<file path="config.mk">
export PLATFORM = sky130hd
export DESIGN_NAME = aux_bin2bcd_flat
export DESIGN_NICKNAME = d
export VERILOG_FILES = /design/src/rtl/aux_bin2bcd_pkg.sv /design/src/rtl/aux_bin2bcd_if.sv /design/src/rtl/aux_bcd_adj3.sv /design/src/rtl/aux_bin2bcd.sv /design/src/flat_wrapper.sv
export SDC_FILE = /design/constraint.sdc
export NUM_CORES = 1
export LEC_CHECK = 0
export ABC_CLOCK_PERIOD_IN_PS = 1600
export CORE_MARGIN = 2
export CORE_UTILIZATION = 35
export CTS_BUF_LIST = sky130_fd_sc_hd__clkbuf_8 sky130_fd_sc_hd__clkbuf_16
export CTS_CLUSTER_DIAMETER = 40
export DETAILED_ROUTE_END_ITERATION = 10
export PLACE_DENSITY = 0.53
export SYNTH_ARGS = -nofsm -noshare
export SYNTH_HDL_FRONTEND = slang
export SYNTH_SLANG_ARGS = --single-unit
</file>
<file path="constraint.sdc">
create_clock -name clk -period 1.6 [get_ports clk]
set_input_delay 0.16 -clock clk [delete_from_list [all_inputs] [get_ports clk]]
set_output_delay 0.16 -clock clk [all_outputs]
set_load 0.03 [all_outputs]
</file>
<file path="src/rtl/aux_bin2bcd_pkg.sv">
// Shared definitions for the binary-to-BCD converter: FSM encodings,
// the overflow display nibble and a counter-width helper.
package aux_bin2bcd_pkg;

    typedef enum logic [1:0] {
        AUX_B2B_IDLE   = 2'd0,
        AUX_B2B_CONV   = 2'd1,
        AUX_B2B_FINISH = 2'd2
    } b2b_state_e;

    localparam logic [3:0] AUX_B2B_OVF_NIBBLE = 4'hE;

    // Bits needed to count 0..n-1, never less than one.
    function automatic int cnt_width(input int n);
        return (n > 1) ? $clog2(n) : 1;
    endfunction

endpackage

</file>
<file path="src/rtl/aux_bin2bcd_if.sv">
// Request/result bundle between a producer and the binary-to-BCD converter.
interface aux_bin2bcd_if #(
    parameter int InBits = 27,
    parameter int Digits = 8
);
    logic                start;
    logic [InBits-1:0]   bin;
    logic                busy;
    logic                done;
    logic [4*Digits-1:0] bcd;
    logic                ovf;

    modport master (output start, bin, input busy, done, bcd, ovf);
    modport slave  (input start, bin, output busy, done, bcd, ovf);
endinterface

</file>
<file path="src/rtl/aux_bcd_adj3.sv">
// Combinational double-dabble digit corrector: digits of 5 or more get +3.
module aux_bcd_adj3 (
    input  logic [3:0] raw,
    output logic [3:0] adj
);
    assign adj = (raw >= 4'd5) ? raw + 4'd3 : raw;
endmodule

</file>
<file path="src/rtl/aux_bin2bcd.sv">
// Sequential shift-add-3 binary-to-BCD converter, one input bit per clock.
// Results are held in output registers that only change on the finishing edge.
module aux_bin2bcd
    import aux_bin2bcd_pkg::*;
#(
    parameter int         InBits    = 27,
    parameter int         Digits    = 8,
    parameter logic [3:0] OvfNibble = AUX_B2B_OVF_NIBBLE
) (
    input  logic         clk,
    input  logic         rst_n,
    aux_bin2bcd_if.slave io
);
    localparam int              CntW    = cnt_width(InBits);
    localparam int              BcdW    = 4 * Digits;
    localparam logic [CntW-1:0] LastCnt = CntW'(InBits - 1);

    b2b_state_e        state_reg, state_next;
    logic [InBits-1:0] shift_reg;
    logic [BcdW-1:0]   scratch_reg;
    logic [BcdW-1:0]   scratch_adj;
    logic              sticky_reg;
    logic [CntW-1:0]   cnt_reg;
    logic [BcdW-1:0]   bcd_reg;
    logic              ovf_reg;
    logic              done_reg;

    // Per-digit correction; digits never carry into each other.
    generate
        for (genvar gi = 0; gi < Digits; gi++) begin : g_adj
            aux_bcd_adj3 u_adj (
                .raw (scratch_reg[4*gi +: 4]),
                .adj (scratch_adj[4*gi +: 4])
            );
        end
    endgenerate

    always_comb begin
        state_next = state_reg;
        unique case (state_reg)
            AUX_B2B_IDLE:   if (io.start) state_next = AUX_B2B_CONV;
            AUX_B2B_CONV:   if (cnt_reg == LastCnt) state_next = AUX_B2B_FINISH;
            AUX_B2B_FINISH: state_next = AUX_B2B_IDLE;
            default:        state_next = AUX_B2B_IDLE;
        endcase
    end

    always_ff @(posedge clk or negedge rst_n) begin
        if (!rst_n) begin
            state_reg   <= AUX_B2B_IDLE;
            shift_reg   <= '0;
            scratch_reg <= '0;
            sticky_reg  <= 1'b0;
            cnt_reg     <= '0;
            bcd_reg     <= '0;
            ovf_reg     <= 1'b0;
            done_reg    <= 1'b0;
        end else begin
            state_reg <= state_next;
            done_reg  <= 1'b0;
            case (state_reg)
                AUX_B2B_IDLE: begin
                    if (io.start) begin
                        shift_reg   <= io.bin;
                        scratch_reg <= '0;
                        sticky_reg  <= 1'b0;
                        cnt_reg     <= '0;
                    end
                end
                AUX_B2B_CONV: begin
                    // Whatever falls off the top digit means the value exceeds the display.
                    scratch_reg <= {scratch_adj[BcdW-2:0], shift_reg[InBits-1]};
                    shift_reg   <= shift_reg << 1;
                    sticky_reg  <= sticky_reg | scratch_adj[BcdW-1];
                    cnt_reg     <= cnt_reg + CntW'(1);
                end
                AUX_B2B_FINISH: begin
                    ovf_reg  <= sticky_reg;
                    bcd_reg  <= sticky_reg ? {Digits{OvfNibble}} : scratch_reg;
                    done_reg <= 1'b1;
                end
                default: ;
            endcase
        end
    end

    assign io.busy = (state_reg != AUX_B2B_IDLE);
    assign io.done = done_reg;
    assign io.bcd  = bcd_reg;
    assign io.ovf  = ovf_reg;

endmodule

</file>
<file path="src/flat_wrapper.sv">
// flat-port wrapper written by rule: the top's interface ports become plain ports
module aux_bin2bcd_flat import aux_bin2bcd_pkg::*;
#(
    parameter int         InBits    = 27,
    parameter int         Digits    = 8,
    parameter logic [3:0] OvfNibble = AUX_B2B_OVF_NIBBLE
)
  (clk, rst_n, io_start, io_bin, io_busy, io_done, io_bcd, io_ovf);
  aux_bin2bcd_if #(.InBits(InBits), .Digits(Digits)) io_i ();
  input  logic clk;
  input  logic rst_n;
  input wire logic [$bits(io_i.start)-1:0] io_start;
  input wire logic [$bits(io_i.bin)-1:0] io_bin;
  output wire logic [$bits(io_i.busy)-1:0] io_busy;
  output wire logic [$bits(io_i.done)-1:0] io_done;
  output wire logic [$bits(io_i.bcd)-1:0] io_bcd;
  output wire logic [$bits(io_i.ovf)-1:0] io_ovf;
  assign io_i.start = io_start;
  assign io_i.bin = io_bin;
  assign io_busy = io_i.busy;
  assign io_done = io_i.done;
  assign io_bcd = io_i.bcd;
  assign io_ovf = io_i.ovf;
  aux_bin2bcd #(.InBits(InBits), .Digits(Digits), .OvfNibble(OvfNibble)) u_core (.clk(clk), .rst_n(rst_n), .io(io_i));
endmodule
</file>
==> results of run 1 <==
[where the power goes]
group / switching (mW) / total (mW) / internal, mW
Clock: 0.991 / 2.51 / 1.52
Sequential: 0.759 / 4.34 / 3.58
Combinational: 3.04 / 5.55 / 2.51
Total: 4.79 / 12.4 / 7.61
[worst register-to-register path, delay by kind of cell, from the launching register on]
kind                     cells  cell delay [ns]
AND/OR/NAND/NOR              1             0.24
buffers and inverters        1             0.17
adder cells (fa/ha/maj)      1             0.22
AO/OA/AOI/OAI                2             0.32
flip-flops                   1             0.41
[metrics by stage]
stage	instances	instance area [um2]	utilization	hold WS, ns	power, mW
5_1_grt	772	6390	0.457	0.335	13.3
4_1_cts	770	6350	0.454	0.308	12.5
3_5_place_dp	752	5990	0.428	0.140	9.91
3_3_place_gp	752	5990	0.428	0.139	9.76
6_report	772	6390	0.457	0.297	12.4
2_1_floorplan	523	5060	-	-0.136	8.14
[kinds of logic (layout without fill, tap and decap cells)]
family / Yosys count / after routing / share of synthesized area
adder cells (fa/ha/maj): 18 / 18 / 0.0445
AND/OR/NAND/NOR: 159 / 159 / 0.159
AO/OA/AOI/OAI: 164 / 164 / 0.214
buffers and inverters: 70 / 139 / 0.0626
multiplexers: 3 / 3 / 0.00619
flip-flops: 101 / 101 / 0.500
XOR/XNOR: 8 / 8 / 0.0139
[cells in the mapped netlist (all sizes together) (3+ instances only)]
cell	count	area share
dfrtp	101	0.50
nand2	81	0.060
o21ai	63	0.062
inv	35	0.026
a21oi	26	0.026
and3b	26	0.045
nor2	25	0.019
buf	22	0.027
ha	18	0.045
o31ai	17	0.025
o2111ai	16	0.028
clkbuf	13	0.0096
nand2b	10	0.012
nor2b	10	0.014
a32o	8	0.016
o211ai	8	0.012
o21a	8	0.012
o221ai	8	0.014
xnor2	8	0.014
o32ai	7	0.012
nand4	3	0.0037
[worst paths after layout]
| kind | from | endpoint | slack, ns | depth (start not counted) |
|---|---|---|---|---|
| setup / recovery | u_core.state_reg[1]$_DFFE_PN0P_ | io_busy | 0.04 | 3 |
| hold / removal | rst_n | u_core.io.bcd[26]$_DFFE_PN0P_ | 0.30 | 2 |
| setup reg to reg | u_core.scratch_reg[8]$_DFFE_PN0P_ | u_core.scratch_reg[9]$_DFFE_PN0P_ | 0.09 | 5 |
| hold reg to reg | u_core.io.bcd[23]$_DFFE_PN0P_ | u_core.io.bcd[23]$_DFFE_PN0P_ | 0.48 | 2 |
| max in group asynchronous | rst_n | u_core.state_reg[0]$_DFFE_PN0P_ | 0.75 | 3 |
| min in group clk | io_bin[0] | u_core.shift_reg[0]$_DFFE_PN0P_ | 0.37 | 3 |
[metal layers]
layer	GRT usage	wire [um]	vias up
met4	0.0601	211	0
met5	0	0	-
li1	-	-	1967
met2	0.229	4930	100
met1	0.202	5430	1902
met3	0.0254	555	14
[what timing repair did]
item	in CTS	in global routing
pin swaps	0	0
endpoints found under the setup margin	1	4
endpoints found under the hold margin	29	0
gates cloned	0	1
gates resized for setup	2	4
hold buffers	1	0
buffers inserted	1	1
[final cells by class]
cell class	count	area, um2	area share
clock buffer	9	225	0.0352
clock inverter	7	115	0.0180
inverter	35	131	0.0206
multi-input combinational	352	2220	0.347
sequential	101	2530	0.396
tap	180	225	0.0352
timing repair buffer	88	947	0.148
==> impl_metrics.toml, run 1 <==
[finish]
most-common-layout-cells = "dfrtp_1 (99), nand2_1 (81), o21ai_0 (62)"
final_common_cell = "dfrtp_1"
fin_nets = 635
num_antenna_cells = 0
n_fill_cell = 1354
drive_above_1_share = 0.0811
syn2layout_area_growth_pct = 26.3

[detailed_routing]
vias = 3983
drtIter0Drc = 215
drtPass1Iterations = 4
wl_per_cell_um = 14.4
ant_nets = 0
wirelength_mm = 11.1
drc = 0
vias_per_cell = 5.16

[global_routing]
grt_overflow_total = 0
grt_pass1_vias = 3806
grt_pass1_wl_mm = 18.8
grt_usage = 0.146
grt_max_degree = 35
antenna_found_initial = 0

[yosys]
synth-seq-cells = 101
synth_nets = 571
synth.avg_cell_area_um2 = 9.67
synth_seq_area_share = 0.500
async_reset_ff_frac = 1.00
syn_inst = 523
synth_enable_flop_cells = 0
syn_area_mm2 = 0.00506
synthFlopType = "dfrtp_1"
yosys_warnings = 0
yosysUniqueCellTypes = 34

[place]
hpwl_mm = 7.41
gp_congestion = 0.794
port-buffer-count = 64
dp_slack_ns = 0.0511

[cts]
clk_pin_slew_worst_paths_ns = 0.07
cts_tree = "done"
htreeDepth = 3
numCtsBuffers = 9
clockRootBuffer = "clkbuf_16"
worstSkewPairLatency_ns = 0.35
clock-sinks = 101
clock_path_buffers = 2

[sta]
drv_slew = 0
setup_viol = 0
tightest_slew_ns = 0.448
setup_ws_ns = 0.0437
hold_viol_final = 0
fin_crit_ns = 1.56
worst_clock_skew_ns = 0.00861
fin_setup_tns_ns = 0
fmax_mhz = 643
rsz0062_at_grt = "false"
relSlewSlack = 0.701
post-route-period-util = 0.973

[floorplan]
die-width_um = 124
ios = 65
core-area_mm2 = 0.0140
rows = 43
initial_core_util = 0.362
chipHeight_um = 124
die_area_mm2 = 0.0154

[critical_path]
cp_max_fo = 14
path_class = "flop to primary output"
critPathTopFamily = "flip-flops"
slowest_delay_ns = 0.42
crit_slowest_cell = "dfrtp_2"
path_buf_inv = 2
crit_arrival_ns = 1.40
endpoint_kind = "primary output"
required_ns = 1.44
crit_chain = "buf_6 > or2_2 > buf_4"
startpoint_type = "flop"

[run]
cap_violations = 0

[pwr]
p_per_area_mw_per_mm2 = 1940
power_leakage_nw = 2.98
irDropWorstVdd_v = 0.000632

[status]
outcome = "complete, no violations"

[hold_path]
hp-class = "primary input to async pin"
No activity file was read; power rests on OpenSTA's default activity.
==> inputs of run 2 (changes only) <==
--- a/config.mk
+++ b/config.mk
@@ -7,11 +7,12 @@
 export LEC_CHECK = 0
 export ABC_CLOCK_PERIOD_IN_PS = 1600
 export CORE_MARGIN = 2
-export CORE_UTILIZATION = 35
+export CORE_UTILIZATION = 55
 export CTS_BUF_LIST = sky130_fd_sc_hd__clkbuf_8 sky130_fd_sc_hd__clkbuf_16
 export CTS_CLUSTER_DIAMETER = 40
 export DETAILED_ROUTE_END_ITERATION = 10
-export PLACE_DENSITY = 0.53
+export PLACE_DENSITY = 0.78
 export SYNTH_ARGS = -nofsm -noshare
 export SYNTH_HDL_FRONTEND = slang
+export SYNTH_HIERARCHICAL = 1
 export SYNTH_SLANG_ARGS = --single-unit
==> impl_metrics.toml, run 2 <==
[sta]
fmax_mhz = 646
setup_viol = 0
setup_ws_ns = 0.0512
fin_crit_ns = 1.55
drv_slew = 0
post-route-period-util = 0.968
hold_viol_final = 0
worst_clock_skew_ns = 0.0103
relSlewSlack = 0.713
fin_hold_ws_ns = 0.265
tightest_slew_ns = 0.431

[yosys]
synth_enable_flop_cells = 0
yosys_warnings = 6
yosys-top-cells-area = "dfrtp_1 (52%), o21ai_1 (7.4%), nand2_1 (7.3%), a22o_1 (5.9%), ha_1 (4.6%)"
syn_inst = 504
synth_common_cells = "dfrtp_1 (101), nand2_1 (95), o21ai_1 (72), nor2_1 (34), a22o_1 (33)"
async_reset_ff_frac = 1.00
synth_top_area_share = 0.519
synth-seq-cells = 101
syn_area_mm2 = 0.00487
synth_top_area_cell = "dfrtp_1"
synth.most_common_cell = "dfrtp_1"
synthFlopType = "dfrtp_1"
yosysUniqueCellTypes = 32
synth_seq_area_share = 0.519
synth.avg_cell_area_um2 = 9.66
synth_nets = 552

[global_routing]
grt_pass1_vias = 3676
grt_max_degree = 37
grt_overflow_total = 0
grt_pass1_wl_mm = 16.8
antenna_found_initial = 0
grt_usage = 0.216

[cts]
clockRootBuffer = "clkbuf_8"
numCtsBuffers = 9
clk_pin_slew_worst_paths_ns = 0.10
clock-sinks = 101
cts_tree = "done"
htreeDepth = 3
worstSkewPairLatency_ns = 0.36
clock_path_buffers = 2

[status]
outcome = "complete, no violations"

[floorplan]
core-area_mm2 = 0.00864
ios = 65
rows = 34
die-width_um = 98.1
initial_core_util = 0.564
chipHeight_um = 98.1
die_area_mm2 = 0.00962

[finish]
multi_input_area_mm2 = 0.00212
seq_area_mm2 = 0.00253
fin_cells = 683
drive_above_1_share = 0.0939
num_antenna_cells = 0
most-common-layout-cells = "dfrtp_1 (99), nand2_1 (95), o21ai_1 (72)"
final_common_cell = "dfrtp_1"
fin_nets = 618
final_util = 0.689
n_fill_cell = 666
syn2layout_area_growth_pct = 22.3

[place]
gp_congestion = 0.817
port-buffer-count = 64
hpwl_mm = 6.92
dp_slack_ns = 0.0356
place_inst = 665

[critical_path]
endpoint = "io_bcd[23]"
rr_worst_depth = 5
crit_arrival_ns = 1.39
cp_max_fo = 2
startpoint_type = "flop"
path_buf_inv = 1
slowest_delay_ns = 0.67
critPathTopFamily = "buffers and inverters"
reg2reg_from = "u_core/scratch_reg[24]$_DFFE_PN0P_"
cp.depth = 1
path_class = "flop to primary output"
required_ns = 1.44
crit_chain = "clkdlybuf4s50_1"
endpoint_kind = "primary output"
rrSetupSlack_ns = 0.11
crit_slowest_cell = "clkdlybuf4s50_1"
critPathLaunch = "u_core/io.bcd[23]$_DFFE_PN0P_"
r2r_end = "u_core/scratch_reg[26]$_DFFE_PN0P_"

[pwr]
p_per_area_mw_per_mm2 = 1820
power_leakage_nw = 2.84
irDropWorstVdd_v = 0.000689

[hold_path]
hp-class = "primary input to async pin"

[detailed_routing]
wirelength_mm = 10.1
drtPass1Iterations = 5
vias_per_cell = 5.57
vias = 3806
drtIter0Drc = 145
wl_per_cell_um = 14.7
ant_nets = 0
drc = 0

[run]
cap_violations = 0
[run 2: cell types whose count changed after synthesis, moves of 22 or more]
cell,before,now
a22o_1,0,33
and3b_1,26,3
a22oi_1,0,23
a21oi_1,26,4
o21ai_0,62,8
o21ai_1,1,72
[run 2: cell families (layout without fill, tap and decap cells)]
group	after synthesis	count (layout)	synth area share
DFF	101	101	0.519
muxes	10	10	0.0208
and+or+nand+nor	167	167	0.152
AOI/OAI and AO/OA	149	149	0.197
xor gates and xnor gates	9	9	0.0162
buffers and inverters	50	121	0.0486
adders and majority gates	18	18	0.0463
[run 2: worst min path at each step]
stage / slack [ns] / to
4_1_cts: 0.27 / u_core/io.bcd[26]$_DFFE_PN0P_
2_1_floorplan: -0.14 / u_core/cnt_reg[0]$_DFFE_PN0P_
5_1_grt: 0.29 / u_core/io.bcd[26]$_DFFE_PN0P_
3_5_place_dp: 0.13 / u_core/io.bcd[26]$_DFFE_PN0P_
3_3_place_gp: 0.12 / u_core/io.bcd[26]$_DFFE_PN0P_
6_report: 0.27 / u_core/io.bcd[26]$_DFFE_PN0P_
[run 2: metrics by stage]
stage               power [mW]  setup TNS, ns  cell area [um2]
floorplan                 7.79              0             4870
global placement          8.98              0             5700
detailed placement        9.28              0             5700
CTS                       10.9              0             5920
global route              11.7      -0.000668             5950
finish                    10.9              0             5950
[run 2: area by class of cell]
class / instances / share of cell area
Clock inverter: 6 / 0.0105
Multi-Input combinational cell: 353 / 0.357
Clock buffer: 10 / 0.0231
Sequential cell: 101 / 0.425
Tap cell: 108 / 0.0227
Timing Repair Buffer: 86 / 0.150
Inverter: 19 / 0.0120
[run 2: repair_timing]
action / 4_1_cts / 5_1_grt
hold buffers: 1 / 0
pin swaps: 0 / 1
endpoints found under the hold margin: 26 / 0
setup buffers: 1 / 0
resized for setup: 3 / 14
setup endpoints to repair: 3 / 16
[run 2: power breakdown]
group	internal (mW)	switching, mW	leakage [nW]	total, mW
Combinational	2.29	2.48	1.50	4.78
Clock	0.763	0.857	0.100	1.62
Sequential	3.52	0.934	1.24	4.46
[run 2: routing by layer]
metal	global-route usage	share of wire	routed length, um
met4	0.0684	0.014	139
met3	0.0422	0.039	397
met1	0.277	0.45	4540
met5	0	0	0
met2	0.372	0.49	4970
==> inputs of run 3 (changes only) <==
--- a/config.mk
+++ b/config.mk
@@ -6,6 +6,7 @@
 export NUM_CORES = 1
 export LEC_CHECK = 0
 export ABC_CLOCK_PERIOD_IN_PS = 1600
+export CAP_MARGIN = 30
 export CORE_MARGIN = 2
 export CORE_UTILIZATION = 55
 export CTS_BUF_LIST = sky130_fd_sc_hd__clkbuf_8 sky130_fd_sc_hd__clkbuf_16
==> results of run 3 <==
No change in the layout: final DEF, timing and power equal those of run 2.
